<file path="config.mk">
export PLATFORM = sky130hd
export DESIGN_NAME = alimentador_produto_escalar
export DESIGN_NICKNAME = d
export VERILOG_FILES = /design/src/rtl/alimentador_produto_escalar_pkg.sv /design/src/rtl/alimentador_produto_escalar_banco_vetores.sv /design/src/rtl/alimentador_produto_escalar.sv
export SDC_FILE = /design/constraint.sdc
export NUM_CORES = 1
export LEC_CHECK = 0
export CORE_AREA = 2 2 287 289
export CTS_CLUSTER_DIAMETER = 200
export DETAILED_ROUTE_END_ITERATION = 8
export DIE_AREA = 0 0 289 291
export PLACE_DENSITY = 0.56
export SKIP_LAST_GASP = 1
export SLEW_MARGIN = 10
export SYNTH_ARGS = -nofsm -noshare
export SYNTH_HDL_FRONTEND = slang
export SYNTH_SLANG_ARGS = --single-unit
</file>
<file path="constraint.sdc">
create_clock -name clk -period 2.1 [get_ports clk]
set_input_delay 0.315 -clock clk [delete_from_list [all_inputs] [get_ports clk]]
set_output_delay 0.315 -clock clk [all_outputs]
set_load 0.02 [all_outputs]
</file>
<file path="src/rtl/alimentador_produto_escalar_pkg.sv">
// produto_escalar_pkg: shared sizes and FSM state encoding for the dot-product feeder
package produto_escalar_pkg;
   localparam int N_ELEM = 8;
   localparam int W_ELEM = 32;
   localparam int W_ACC  = 64;
   localparam int W_IDX  = $clog2(N_ELEM);
   typedef enum logic [1:0] {COLETA, DISPARO, ESPERA, SAIDA} estado_t;
endpackage

</file>
<file path="src/rtl/alimentador_produto_escalar_banco_vetores.sv">
// banco_vetores: 8x2 element slot registers with one write port and parallel reads
module banco_vetores
   import produto_escalar_pkg::*;
(
   input  logic                           clk,
   input  logic                           rst,
   input  logic                           we,
   input  logic [W_IDX-1:0]               idx,
   input  logic [W_ELEM-1:0]              a,
   input  logic [W_ELEM-1:0]              b,
   output logic [N_ELEM-1:0][W_ELEM-1:0]  va,
   output logic [N_ELEM-1:0][W_ELEM-1:0]  vb
);
   logic [N_ELEM-1:0][W_ELEM-1:0] a_q, a_d, b_q, b_d;

   // write the addressed slot pair, every other slot holds
   always_comb begin
      a_d = a_q;
      b_d = b_q;
      if (we) begin
         a_d[idx] = a;
         b_d[idx] = b;
      end
   end

   // slot storage, cleared by the active-low synchronous reset
   always_ff @(posedge clk) begin
      if (!rst) begin
         a_q <= '0;
         b_q <= '0;
      end else begin
         a_q <= a_d;
         b_q <= b_d;
      end
   end

   assign va = a_q;
   assign vb = b_q;
endmodule

</file>
<file path="src/rtl/alimentador_produto_escalar.sv">
// alimentador_produto_escalar: streams 8 (a,b) pairs into the dot-product engine and returns its result
module alimentador_produto_escalar
   import produto_escalar_pkg::*;
#(
   parameter int TIMEOUT_CICLOS = 64
) (
   input  logic                     clk,
   input  logic                     rst,
   input  logic                     in_valid,
   output logic                     in_ready,
   input  logic signed [W_ELEM-1:0] in_a,
   input  logic signed [W_ELEM-1:0] in_b,
   output logic                     out_valid,
   input  logic                     out_ready,
   output logic signed [W_ACC-1:0]  out_data,
   output logic                     out_erro,
   output logic                     eng_start,
   output logic signed [W_ELEM-1:0] eng_a0,
   output logic signed [W_ELEM-1:0] eng_a1,
   output logic signed [W_ELEM-1:0] eng_a2,
   output logic signed [W_ELEM-1:0] eng_a3,
   output logic signed [W_ELEM-1:0] eng_a4,
   output logic signed [W_ELEM-1:0] eng_a5,
   output logic signed [W_ELEM-1:0] eng_a6,
   output logic signed [W_ELEM-1:0] eng_a7,
   output logic signed [W_ELEM-1:0] eng_b0,
   output logic signed [W_ELEM-1:0] eng_b1,
   output logic signed [W_ELEM-1:0] eng_b2,
   output logic signed [W_ELEM-1:0] eng_b3,
   output logic signed [W_ELEM-1:0] eng_b4,
   output logic signed [W_ELEM-1:0] eng_b5,
   output logic signed [W_ELEM-1:0] eng_b6,
   output logic signed [W_ELEM-1:0] eng_b7,
   input  logic                     eng_done,
   input  logic signed [W_ACC-1:0]  eng_result,
   output logic                     ocupado,
   output logic [15:0]              n_ops
);
   localparam int W_TMO = $clog2(TIMEOUT_CICLOS + 1);

   estado_t                       estado_q, estado_d;
   logic [W_IDX-1:0]              idx_q, idx_d;
   logic [W_TMO-1:0]              tmo_q, tmo_d;
   logic [W_ACC-1:0]              data_q, data_d;
   logic                          erro_q, erro_d;
   logic [15:0]                   n_ops_q, n_ops_d;
   logic                          we;
   logic [N_ELEM-1:0][W_ELEM-1:0] va, vb;

   banco_vetores u_banco (
      .clk (clk),
      .rst (rst),
      .we  (we),
      .idx (idx_q),
      .a   (in_a),
      .b   (in_b),
      .va  (va),
      .vb  (vb)
   );

   // next-state, slot write enable, timeout count and result capture
   always_comb begin
      estado_d = estado_q;
      idx_d    = idx_q;
      tmo_d    = tmo_q;
      data_d   = data_q;
      erro_d   = erro_q;
      n_ops_d  = n_ops_q;
      we       = 1'b0;
      case (estado_q)
         COLETA: begin
            if (in_valid) begin
               we    = 1'b1;
               idx_d = idx_q + 1'b1;
               if (idx_q == W_IDX'(N_ELEM - 1)) estado_d = DISPARO;
            end
         end
         DISPARO: begin
            tmo_d    = '0;
            estado_d = ESPERA;
         end
         ESPERA: begin
            if (eng_done) begin
               data_d   = eng_result;
               erro_d   = 1'b0;
               estado_d = SAIDA;
            end else begin
               tmo_d = tmo_q + 1'b1;
               if (tmo_d == W_TMO'(TIMEOUT_CICLOS)) begin
                  data_d   = '0;
                  erro_d   = 1'b1;
                  estado_d = SAIDA;
               end
            end
         end
         SAIDA: begin
            if (out_ready) begin
               n_ops_d  = n_ops_q + 16'd1;
               estado_d = COLETA;
            end
         end
         default: estado_d = COLETA;
      endcase
   end

   // control state registers, synchronous active-low reset discards any work in flight
   always_ff @(posedge clk) begin
      if (!rst) begin
         estado_q <= COLETA;
         idx_q    <= '0;
         tmo_q    <= '0;
         data_q   <= '0;
         erro_q   <= 1'b0;
         n_ops_q  <= '0;
      end else begin
         estado_q <= estado_d;
         idx_q    <= idx_d;
         tmo_q    <= tmo_d;
         data_q   <= data_d;
         erro_q   <= erro_d;
         n_ops_q  <= n_ops_d;
      end
   end

   assign in_ready  = estado_q == COLETA;
   assign out_valid = estado_q == SAIDA;
   assign eng_start = estado_q == DISPARO;
   assign ocupado   = !(estado_q == COLETA && idx_q == '0);
   assign out_data  = data_q;
   assign out_erro  = erro_q;
   assign n_ops     = n_ops_q;
   assign eng_a0 = va[0];
   assign eng_a1 = va[1];
   assign eng_a2 = va[2];
   assign eng_a3 = va[3];
   assign eng_a4 = va[4];
   assign eng_a5 = va[5];
   assign eng_a6 = va[6];
   assign eng_a7 = va[7];
   assign eng_b0 = vb[0];
   assign eng_b1 = vb[1];
   assign eng_b2 = vb[2];
   assign eng_b3 = vb[3];
   assign eng_b4 = vb[4];
   assign eng_b5 = vb[5];
   assign eng_b6 = vb[6];
   assign eng_b7 = vb[7];
endmodule

</file>
==> reports/metrics.csv <==
stage,metric,value,unit
run_status,status,"finished, final reports clean",
layout,final_common_cell,nand2_1,
setup_path,r2r_setup_slack,0.25,ns
yosys,synth.distinct_cells,43,
worst_hold_path,hp-class,input pin to flip-flop,
worst_hold_path,holdPathStages,3,
sta,hold_viol_final,0,
yosys,synth_seq_area_share,55.6,%
clock_network,cts_hold_buffers,0,
sta,whs,0.321,ns
detailed_routing,first_pass_iters,7,
yosys,synth.top_cell.area_share,55.6,%
die,dieArea,0.0841,mm²
die,core,0.0812,mm²
yosys,yosys_warnings,0,
clock_network,clock_sinks,605,
sta,timing.final.crit_share,94.5,%
placement,dp.cells,4429,
global_routing,grt-ovfl-total,0,
sta,tightest_slew,0.712,ns
layout,antenna_cells,0,
die,die_h,291,µm
sta,fin_ws,0.115,ns
setup_path,timing.rr.end,out_data[20],
worst_hold_path,whs_endpoint,out_data[26],
clock_network,root_buffer,clkbuf_16,
sta,rsz0062_at_grt,false,
die,die_w,289,µm
global_routing,grt_antenna_before_repair,3,
setup_path,max_stage_delay,0.38,ns
setup_path,critPathTopFamily,buffers and inverters,
setup_path,startpoint_type,flip-flop,
clock_network,htree_levels,3,
layout,fin_nets,3572,
sta,clock_skew,0.0238,ns
clock_network,clk_path_buf_depth,3,
setup_path,cp_slowest_cell,dlygate4sd2_1,
sta,drv_slew,0,
yosys,syn_nets,2895,
yosys,syn-cell-area,0.0218,mm²
layout,final_cell_mix,"1,107 x nand2_1, 723 x clkdlybuf4s50_1, 604 x dfxtp_1",
detailed_routing,drtIter0Drc,1205,
setup_path,critPathBufInv,2,
global_routing,grtUsageTotal,21.3,%
global_routing,grt_max_degree,75,
setup_path,cp_max_fo,7,
power_and_ir_drop,power_density,773,mW/mm²
power_and_ir_drop,p_total,25.8,mW
layout,fin_cells,4544,
layout,num-fill-cells,8135,
yosys,synthCells,2753,
detailed_routing,vias_per_cell,4.64,
sta,fmax,504,MHz
yosys,netlist.top_cell.by_area,dfxtp_1,
setup_path,rr_worst_depth,7,
setup_path,required,1.78,ns
yosys,synth-seq-cells,605,
layout,area.growth.synth_to_final,53.2,%
detailed_routing,routed_wl,93.1,mm
clock_network,clk_pin_slew,0.06,ns
placement,port_buffers,729,
clock_network,cts_tree,yes,
placement,place.gp.congestion,0.792,
layout,fin_util,41.1,%
setup_path,arrival,1.67,ns
detailed_routing,avgRoutedWirePerCell,20.5,µm
detailed_routing,vias,21093,
clock_network,clkLatencyLatePin,0.60,ns
setup_path,end_kind,output pin,
yosys,synth_area_leaders,"dfxtp_1 56%, nand2_1 19%, a21oi_1 13%",
worst_hold_path,holdCritStartpoint,eng_result[26],
sta,slew_headroom,52.4,%
setup_path,cp_cell_sequence,"buf_4, ha_1, dlygate4sd2_1",
power_and_ir_drop,peakVddDrop,468,µV
power_and_ir_drop,p_leak,11.0,nW
die,io-pin-count,730,
placement,hpwl,66.0,mm
detailed_routing,ant_nets,0,
setup_path,rr_startpoint,tmo_q[0],
clock_network,cts_made_buffers,69,
detailed_routing,drc,0,
die,start_util,26.8,%
sta,period_needed,1.99,ns
yosys,syn_avg_cell_area,7.91,µm²
sta,final-setup-viol-count,0,
clock_network,postCtsSetupRepairBufs,0,
global_routing,grt_pass1_wl,134,mm
die,placementRows,105,
placement,pre_cts_ws,0.0121,ns
layout,drive_gt1_share,7.66,%
setup_path,crit_type,flip-flop to output pin,
flow_run,drv_cap,0,
global_routing,grt_pass1_vias,19601,
-- layer usage --
| metal | track usage [%] | vias up | share of wire [%] |
|---|---|---|---|
| li1 | - | 10350 | - |
| met1 | 25.9 | 9830 | 41 |
| met2 | 35.8 | 780 | 47 |
| met3 | 6.16 | 133 | 8.4 |
| met4 | 6.73 | 0 | 3.1 |
| met5 | 0 | - | 0 |
-- worst max-delay path by stage --
stage / start / end / slack, ns / depth (start not counted)
after floorplan: estado_q[0] / u_banco.va[213] / 0.13 / 9
after CTS: estado_q[0] / in_ready / -0.06 / 4
after global placement: in_valid / u_banco.va[96] / 0.03 / 9
final: estado_q[1] / out_valid / 0.11 / 3
after detailed placement: in_valid / u_banco.vb[23] / 0.01 / 9
after global routing: estado_q[1] / out_valid / 0.001 / 3
-- cell usage after synthesis, drive strengths merged --
library cell	number
nand2	1108
dfxtp	605
a21oi	585
clkbuf	142
buf	118
a311oi	65
nor2	28
nand3	20
ha	9
inv	8
nor3	8
xor2	8
o21ai	7
xnor2	7
nand4	6
and2	4
and3	3
a41oi	2
nand2b	2
nor2b	2
or3	2
a211oi	1
a221oi	1
a22oi	1
a31oi	1
mux2i	1
nand3b	1
nor4	1
nor4b	1
o211ai	1
o21a	1
o2bb2ai	1
o31ai	1
or2	1
or4	1
-- report_power, final --
part           internal (mW)  leakage (nW)  total [mW]  switching, mW
combinational          0.928          5.05        2.33           1.40
sequential              11.7          4.89        11.8          0.110
clock                   6.68          1.05        11.7           4.97
-- kinds of logic (layout without fill, tap and decap cells) --
family          Yosys count  in the layout  synth area share, %
mux                       1              1               0.0460
flops                   605            605                 55.6
xor+xnor                 15             15                0.604
fa+ha+maj                 9              9                0.517
simple gates           1188           1188                 21.3
buf+inv                 268            989                 5.35
compound gates          667            667                 16.6
-- state kept, by name, indices dropped and copies added, names as in the netlist --
register,cells
estado_q,2
u_banco.vb,256
n_ops,16
out_erro,1
idx_q,3
out_data,64
u_banco.va,256
tmo_q,7
-- layout make-up --
cell class	count	area, µm²	area share, %
Clock buffer	97	1970	5.91
Sequential cell	605	12100	36.3
Clock inverter	18	161	0.484
Inverter	8	37.5	0.113
Tap cell	1070	1340	4.01
Multi-Input combinational cell	1880	8630	25.9
Timing Repair Buffer	866	9100	27.3
-- worst reg2reg max path: cells and delay by family, from the launching register on --
family	cells	cell delay, ns
flops	1	0.41
compound gates	2	0.35
buf+inv	1	0.23
simple gates	3	0.48
fa+ha+maj	1	0.24
-- timing repair --
action	CTS	global route
resized for setup	6	4
endpoints found under the setup margin	6	2
pin swaps	0	0
-- through the flow --
stage               setup TNS [ns]  cell area (µm²)
floorplan                        0            21800
global placement                 0            31200
detailed placement               0            31200
CTS                        -0.0619            33400
global route                     0            33400
finish                           0            33400
Note: power is estimated with default switching activity, not from simulation.
